File: config.mk
export PLATFORM = sky130hd
export DESIGN_NAME = lsu_mem_master
export DESIGN_NICKNAME = d
export VERILOG_FILES = /design/src/rtl/lsu_mem_master.sv
export SDC_FILE = /design/constraint.sdc
export NUM_CORES = 1
export LEC_CHECK = 0
export BUFFER_PORTS_ARGS = -buffer_cell sky130_fd_sc_hd__clkbuf_2
export CAP_MARGIN = 20
export CORE_ASPECT_RATIO = 1.2
export CORE_MARGIN = 1.5
export CORE_UTILIZATION = 53
export DETAILED_ROUTE_END_ITERATION = 10
export PLACE_DENSITY_LB_ADDON = 0.15
export SLEW_MARGIN = 20
export SYNTH_ARGS = -nofsm -noshare
export SYNTH_HDL_FRONTEND = slang
export SYNTH_SLANG_ARGS = --single-unit
File: constraint.sdc
create_clock -name clk -period 2.91 [get_ports clk]
set_clock_uncertainty 0.15 [all_clocks]
set_input_delay 0.582 -clock clk [delete_from_list [all_inputs] [get_ports clk]]
set_output_delay 0.582 -clock clk [all_outputs]
set_load 0.05 [all_outputs]
File: src/rtl/lsu_mem_master.sv
// Load/store initiator between the core and a word-organised data memory.
// Sub-word stores are read-modify-write; loads are lane-extracted and extended.
module lsu_mem_master #(
    parameter int ADDR_WIDTH = 32,
    parameter int DATA_WIDTH = 32
) (
    input  logic                  clk,
    input  logic                  reset,
    input  logic                  req_valid,
    output logic                  req_ready,
    input  logic                  req_we,
    input  logic [2:0]            req_funct3,
    input  logic [ADDR_WIDTH-1:0] req_addr,
    input  logic [DATA_WIDTH-1:0] req_wdata,
    output logic                  rsp_valid,
    output logic [DATA_WIDTH-1:0] rsp_rdata,
    output logic                  rsp_err,
    output logic [ADDR_WIDTH-1:0] mem_A,
    output logic [DATA_WIDTH-1:0] mem_WD,
    output logic                  mem_WE,
    input  logic [DATA_WIDTH-1:0] mem_RD
);

    typedef enum logic [2:0] {IDLE, LOAD, RMW_RD, WRITE, RESP} state_t;

    state_t                  state_q, state_d;
    logic [2:0]              f3_q;
    logic [ADDR_WIDTH-1:0]   addr_q;
    logic [DATA_WIDTH-1:0]   wdata_q;
    logic [DATA_WIDTH-1:0]   data_q;
    logic [DATA_WIDTH-1:0]   rdata_q;
    logic [ADDR_WIDTH-1:0]   a_hold_q;
    logic                    err_q;
    logic                    accept;
    logic                    illegal;
    logic                    misaligned;
    logic                    mem_active;
    logic [ADDR_WIDTH-1:0]   word_addr;

    function automatic logic [DATA_WIDTH-1:0] load_extend(
        input logic [DATA_WIDTH-1:0] word,
        input logic [2:0]            f3,
        input logic [1:0]            off
    );
        logic [DATA_WIDTH-1:0]        lane;
        logic signed [7:0]            b;
        logic signed [15:0]           h;
        logic signed [DATA_WIDTH-1:0] r;
        lane = word >> {off, 3'b000};
        b    = lane[7:0];
        h    = lane[15:0];
        case (f3)
            3'b000:  r = b;
            3'b001:  r = h;
            3'b100:  r = DATA_WIDTH'(lane[7:0]);
            3'b101:  r = DATA_WIDTH'(lane[15:0]);
            default: r = word;
        endcase
        return r;
    endfunction

    // Byte or half of wdata substituted into its lane of the word just read.
    function automatic logic [DATA_WIDTH-1:0] store_merge(
        input logic [DATA_WIDTH-1:0] word,
        input logic [DATA_WIDTH-1:0] wdata,
        input logic [2:0]            f3,
        input logic [1:0]            off
    );
        logic [DATA_WIDTH-1:0] mask;
        logic [DATA_WIDTH-1:0] ins;
        if (f3[1:0] == 2'b00) begin
            mask = DATA_WIDTH'(8'hFF);
            ins  = DATA_WIDTH'(wdata[7:0]);
        end else begin
            mask = DATA_WIDTH'(16'hFFFF);
            ins  = DATA_WIDTH'(wdata[15:0]);
        end
        mask = mask << {off, 3'b000};
        ins  = ins << {off, 3'b000};
        return (word & ~mask) | ins;
    endfunction

    assign word_addr  = {addr_q[ADDR_WIDTH-1:2], 2'b00};
    assign illegal    = (req_funct3 == 3'b011) || (req_funct3 == 3'b110) ||
                        (req_funct3 == 3'b111) || (req_funct3[2] && req_we);
    assign misaligned = ((req_funct3[1:0] == 2'b01) && req_addr[0]) ||
                        ((req_funct3 == 3'b010) && (req_addr[1:0] != 2'b00));

    always_ff @(posedge clk or negedge reset) begin
        if (!reset) state_q <= IDLE;
        else        state_q <= state_d;
    end

    always_comb begin
        state_d    = state_q;
        req_ready  = 1'b0;
        accept     = 1'b0;
        mem_active = 1'b0;
        mem_WE     = 1'b0;
        mem_WD     = '0;
        rsp_valid  = 1'b0;
        rsp_err    = 1'b0;
        case (state_q)
            IDLE: begin
                req_ready = reset;
                accept    = req_valid && reset;
                if (accept) begin
                    if (illegal || misaligned)     state_d = RESP;
                    else if (!req_we)              state_d = LOAD;
                    else if (req_funct3 == 3'b010) state_d = WRITE;
                    else                           state_d = RMW_RD;
                end
            end
            LOAD: begin
                mem_active = 1'b1;
                state_d    = RESP;
            end
            RMW_RD: begin
                mem_active = 1'b1;
                state_d    = WRITE;
            end
            WRITE: begin
                mem_active = 1'b1;
                mem_WE     = 1'b1;
                mem_WD     = data_q;
                state_d    = RESP;
            end
            RESP: begin
                rsp_valid = 1'b1;
                rsp_err   = err_q;
                state_d   = IDLE;
            end
            default: state_d = IDLE;
        endcase
    end

    assign mem_A     = mem_active ? word_addr : a_hold_q;
    assign rsp_rdata = rdata_q;

    // data_q starts as the SW payload and is replaced by the merged word on RMW.
    always_ff @(posedge clk or negedge reset) begin
        if (!reset) begin
            f3_q     <= '0;
            addr_q   <= '0;
            wdata_q  <= '0;
            data_q   <= '0;
            rdata_q  <= '0;
            a_hold_q <= '0;
            err_q    <= 1'b0;
        end else begin
            if (accept) begin
                f3_q    <= req_funct3;
                addr_q  <= req_addr;
                wdata_q <= req_wdata;
                data_q  <= req_wdata;
                rdata_q <= '0;
                err_q   <= illegal || misaligned;
            end
            if (state_q == LOAD)
                rdata_q <= load_extend(mem_RD, f3_q, addr_q[1:0]);
            if (state_q == RMW_RD)
                data_q <= store_merge(mem_RD, wdata_q, f3_q, addr_q[1:0]);
            if (mem_active)
                a_hold_q <= word_addr;
        end
    end

endmodule
==> metrics.txt <==
Fmax about 360 MHz; layout cells sized above 1 ~31%; min Tclk post-route ~2800 ps; #FFs+latches synth 151; initial antenna violation count 0; peak per-stage delay on the critical path a little under 500 ps; multi-input logic area 3180 µm²; post-synthesis sequential area ratio 52.4%; # Post-CTS Setup Buffers 0; WHS Path Cells 3; Site Rows 46; Root Driver clkbuf_16; first-pass GRT wire length between 30,000 and 40,000 µm; Hold Fails Final Rpt 0; Fin Hold WS 202 ps; Hold Buf Count CTS 0; Slowest-stage cell, CP dfrtp_1; Initial DRT Pass Iterations 5; worst reg2reg path depth 4; Post-Synthesis Cells around 760; DRT Wirelength 20,300 µm; global-route usage over all layers 29.2%; largest net degree at the start of global routing ~150; register area 3780 µm²; post-DP HPWL 14,700 µm; Final #Nets 1,041; CTS H-tree depth 4; initial core utilization a little over half; Mean Syn Cell Area between 9 and 10 µm²; Mapped Nets around 860; TritonCTS clock tree built; CP top delay family buffers and inverters; leakage power 4.54 nW; critical path type reg -> out; antenna cells 0; area grow syn2layout 24.9%; Cell Chain, Critical Path o21bai_2 -> buf_6 -> mux2_2 -> clkbuf_2; CTS Buf Count 17; Num Clock Sinks between 150 and 200; Max-Cap Viols 0; fin crit share a little over nine tenths; status finished, final reports clean; Buf/Inv on CP 2; CP Data Arrival Time 2040 ps; CP Capture Type primary output; slew margin rel. around 24%; most frequent cells in the layout 211 x nand2_1, 201 x clkbuf_2, 151 x dfrtp_1, 47 x o21ai_0, 37 x and2_1; Finish-stage setup viols 0; Hold Crit Class in -> reg; Synth top area share 52.4%; via count roughly 6,500; GP Congestion about 0.9; Remaining DRCs 0; RSZ-0062 raised after global routing no; Netlist Area Pre-Place a little over 7000 µm²; Die Ht roughly 130 µm; I/O Pins between 200 and 250; Crit path required time approximately 2200 ps; Vias/cell a little under 6; clk_lat worst skew 420 ps; total grt overflow 0; die area 14,300 µm²; die width around 110 µm; drt initial violations roughly 520; IO Port Bufs between 200 and 250; CP max FO 32; Clock transition at path regs roughly 60 ps; wire per inst between 15 and 20 µm; largest cells by area after synthesis dfrtp_1 52%, nand2_1 11%, mux2_2 4.8%; CP startpoint kind flop; maximum VDD drop between 1 and 1.5 mV; vias in the first global route between 6,000 and 7,000; Slew Viols, Final 0; Yosys top cell by area dfrtp_1; Setup TNS 0 ps; CTS max path bufs 2; Synth cell types 40; Yosys warning count 0; commonest non-fill, non-tap cell in the layout nand2_1; CP Depth 4; Core ar. 13,200 µm²; Antenna Violating Nets Remaining 0; power density over cell area ~1300 nW/µm²; Worst Tran Pin Value between 1000 and 1500 ps; Fillers roughly 1,100
[state kept, by name (all words and copies together), names as in the netlist]
signal / count
a_hold_q: 32
addr_q: 32
data_q: 32
rsp_rdata: 32
wdata_q: 16
f3_q: 3
state_q: 3
err_q: 1
[cell families after synthesis]
group	Yosys count	share of synthesized area (%)
muxes	57	8.45
and+or+nand+nor	294	17.2
DFF	151	52.4
buffers and inverters	66	3.78
AOI/OAI and AO/OA	188	18.1
[layout make-up]
| type | count | share of cell area, % |
|---|---|---|
| Sequential cell | 151 | 42.0 |
| Clock inverter | 14 | 1.81 |
| Multi-Input combinational cell | 539 | 35.3 |
| Inverter | 4 | 0.167 |
| Tap cell | 168 | 2.34 |
| Timing Repair Buffer | 225 | 13.5 |
| Clock buffer | 18 | 4.88 |
[stage by stage]
stage          utilization (%)  setup WS, ps  cells  cell area (µm²)  power (mW)
6_report                  68.0           133   1119             9000        11.4
5_1_grt                   68.0          52.1   1119             9000        12.1
4_1_cts                   67.9          19.8   1119             8990        11.5
3_5_place_dp              63.4           338   1087             8390        9.19
3_3_place_gp              63.4           511   1087             8390        8.99
2_1_floorplan                -           198    756             7210        7.75
[cells in the mapped netlist (all sizes together)]
cell type and count:
nand2b 1, mux2 31, a2bb2oi 6, a221o 9, or3 1, o2bb2ai 8
mux2i 26, a211oi 8, nand3 7, and2 38, a22oi 11, inv 4
a221oi 17, nor2b 3, o31ai 10, a31oi 11, a21oi 25, o22ai 7
nand2 212, dfrtp 151, a222oi 1, nor3 4, a32o 8, o211ai 8
or2 2, o21ai 49, or3b 1, o21bai 1, clkbuf 45, buf 17
o41ai 1, nor2 23, a22o 1, o31a 7, nor3b 2
[routing by layer]
layer / global-route usage, % / part of all wire, %
met2: 48.0 / 49
met3: 9.13 / 8.3
met1: 35.4 / 39
met5: 0 / 0
met4: 12.1 / 3.3
[timing repair]
action | in CTS | in global routing
resized for setup | 0 | 1
endpoints found under the hold margin | 0 | 0
endpoints found under the setup margin | 0 | 30
[power by group]
| part | internal [mW] | leakage (nW) | switching, mW |
|---|---|---|---|
| sequential | 3.02 | 1.91 | 0.633 |
| combinational | 1.77 | 2.34 | 3.76 |
| clock | 1.31 | 0.288 | 0.931 |
| total | 6.10 | 4.54 | 5.32 |
[worst register-to-register path, stage by stage, from the launching register on]
cell and delay [ps]:
dfrtp_1 740, mux2i_1 250, a221oi_2 970, a221oi_1 150, o21ai_0 230
[final timing paths]
path                       slack (ps)                    from                        end
max                               130  state_q[1]$_DFFE_PN0P_                   mem_A[6]
min                               200            req_addr[16]     addr_q[16]$_DFFE_PN0P_
max reg2reg                       310   addr_q[0]$_DFFE_PN0P_  rsp_rdata[16]$_DFFE_PN0P_
min reg2reg                       320   addr_q[2]$_DFFE_PN0P_      addr_q[2]$_DFFE_PN0P_
max in group asynchronous        1870                   reset     data_q[17]$_DFFE_PN0P_
min in group asynchronous         220                   reset     addr_q[21]$_DFFE_PN0P_
(Power assumes the default switching activity.)
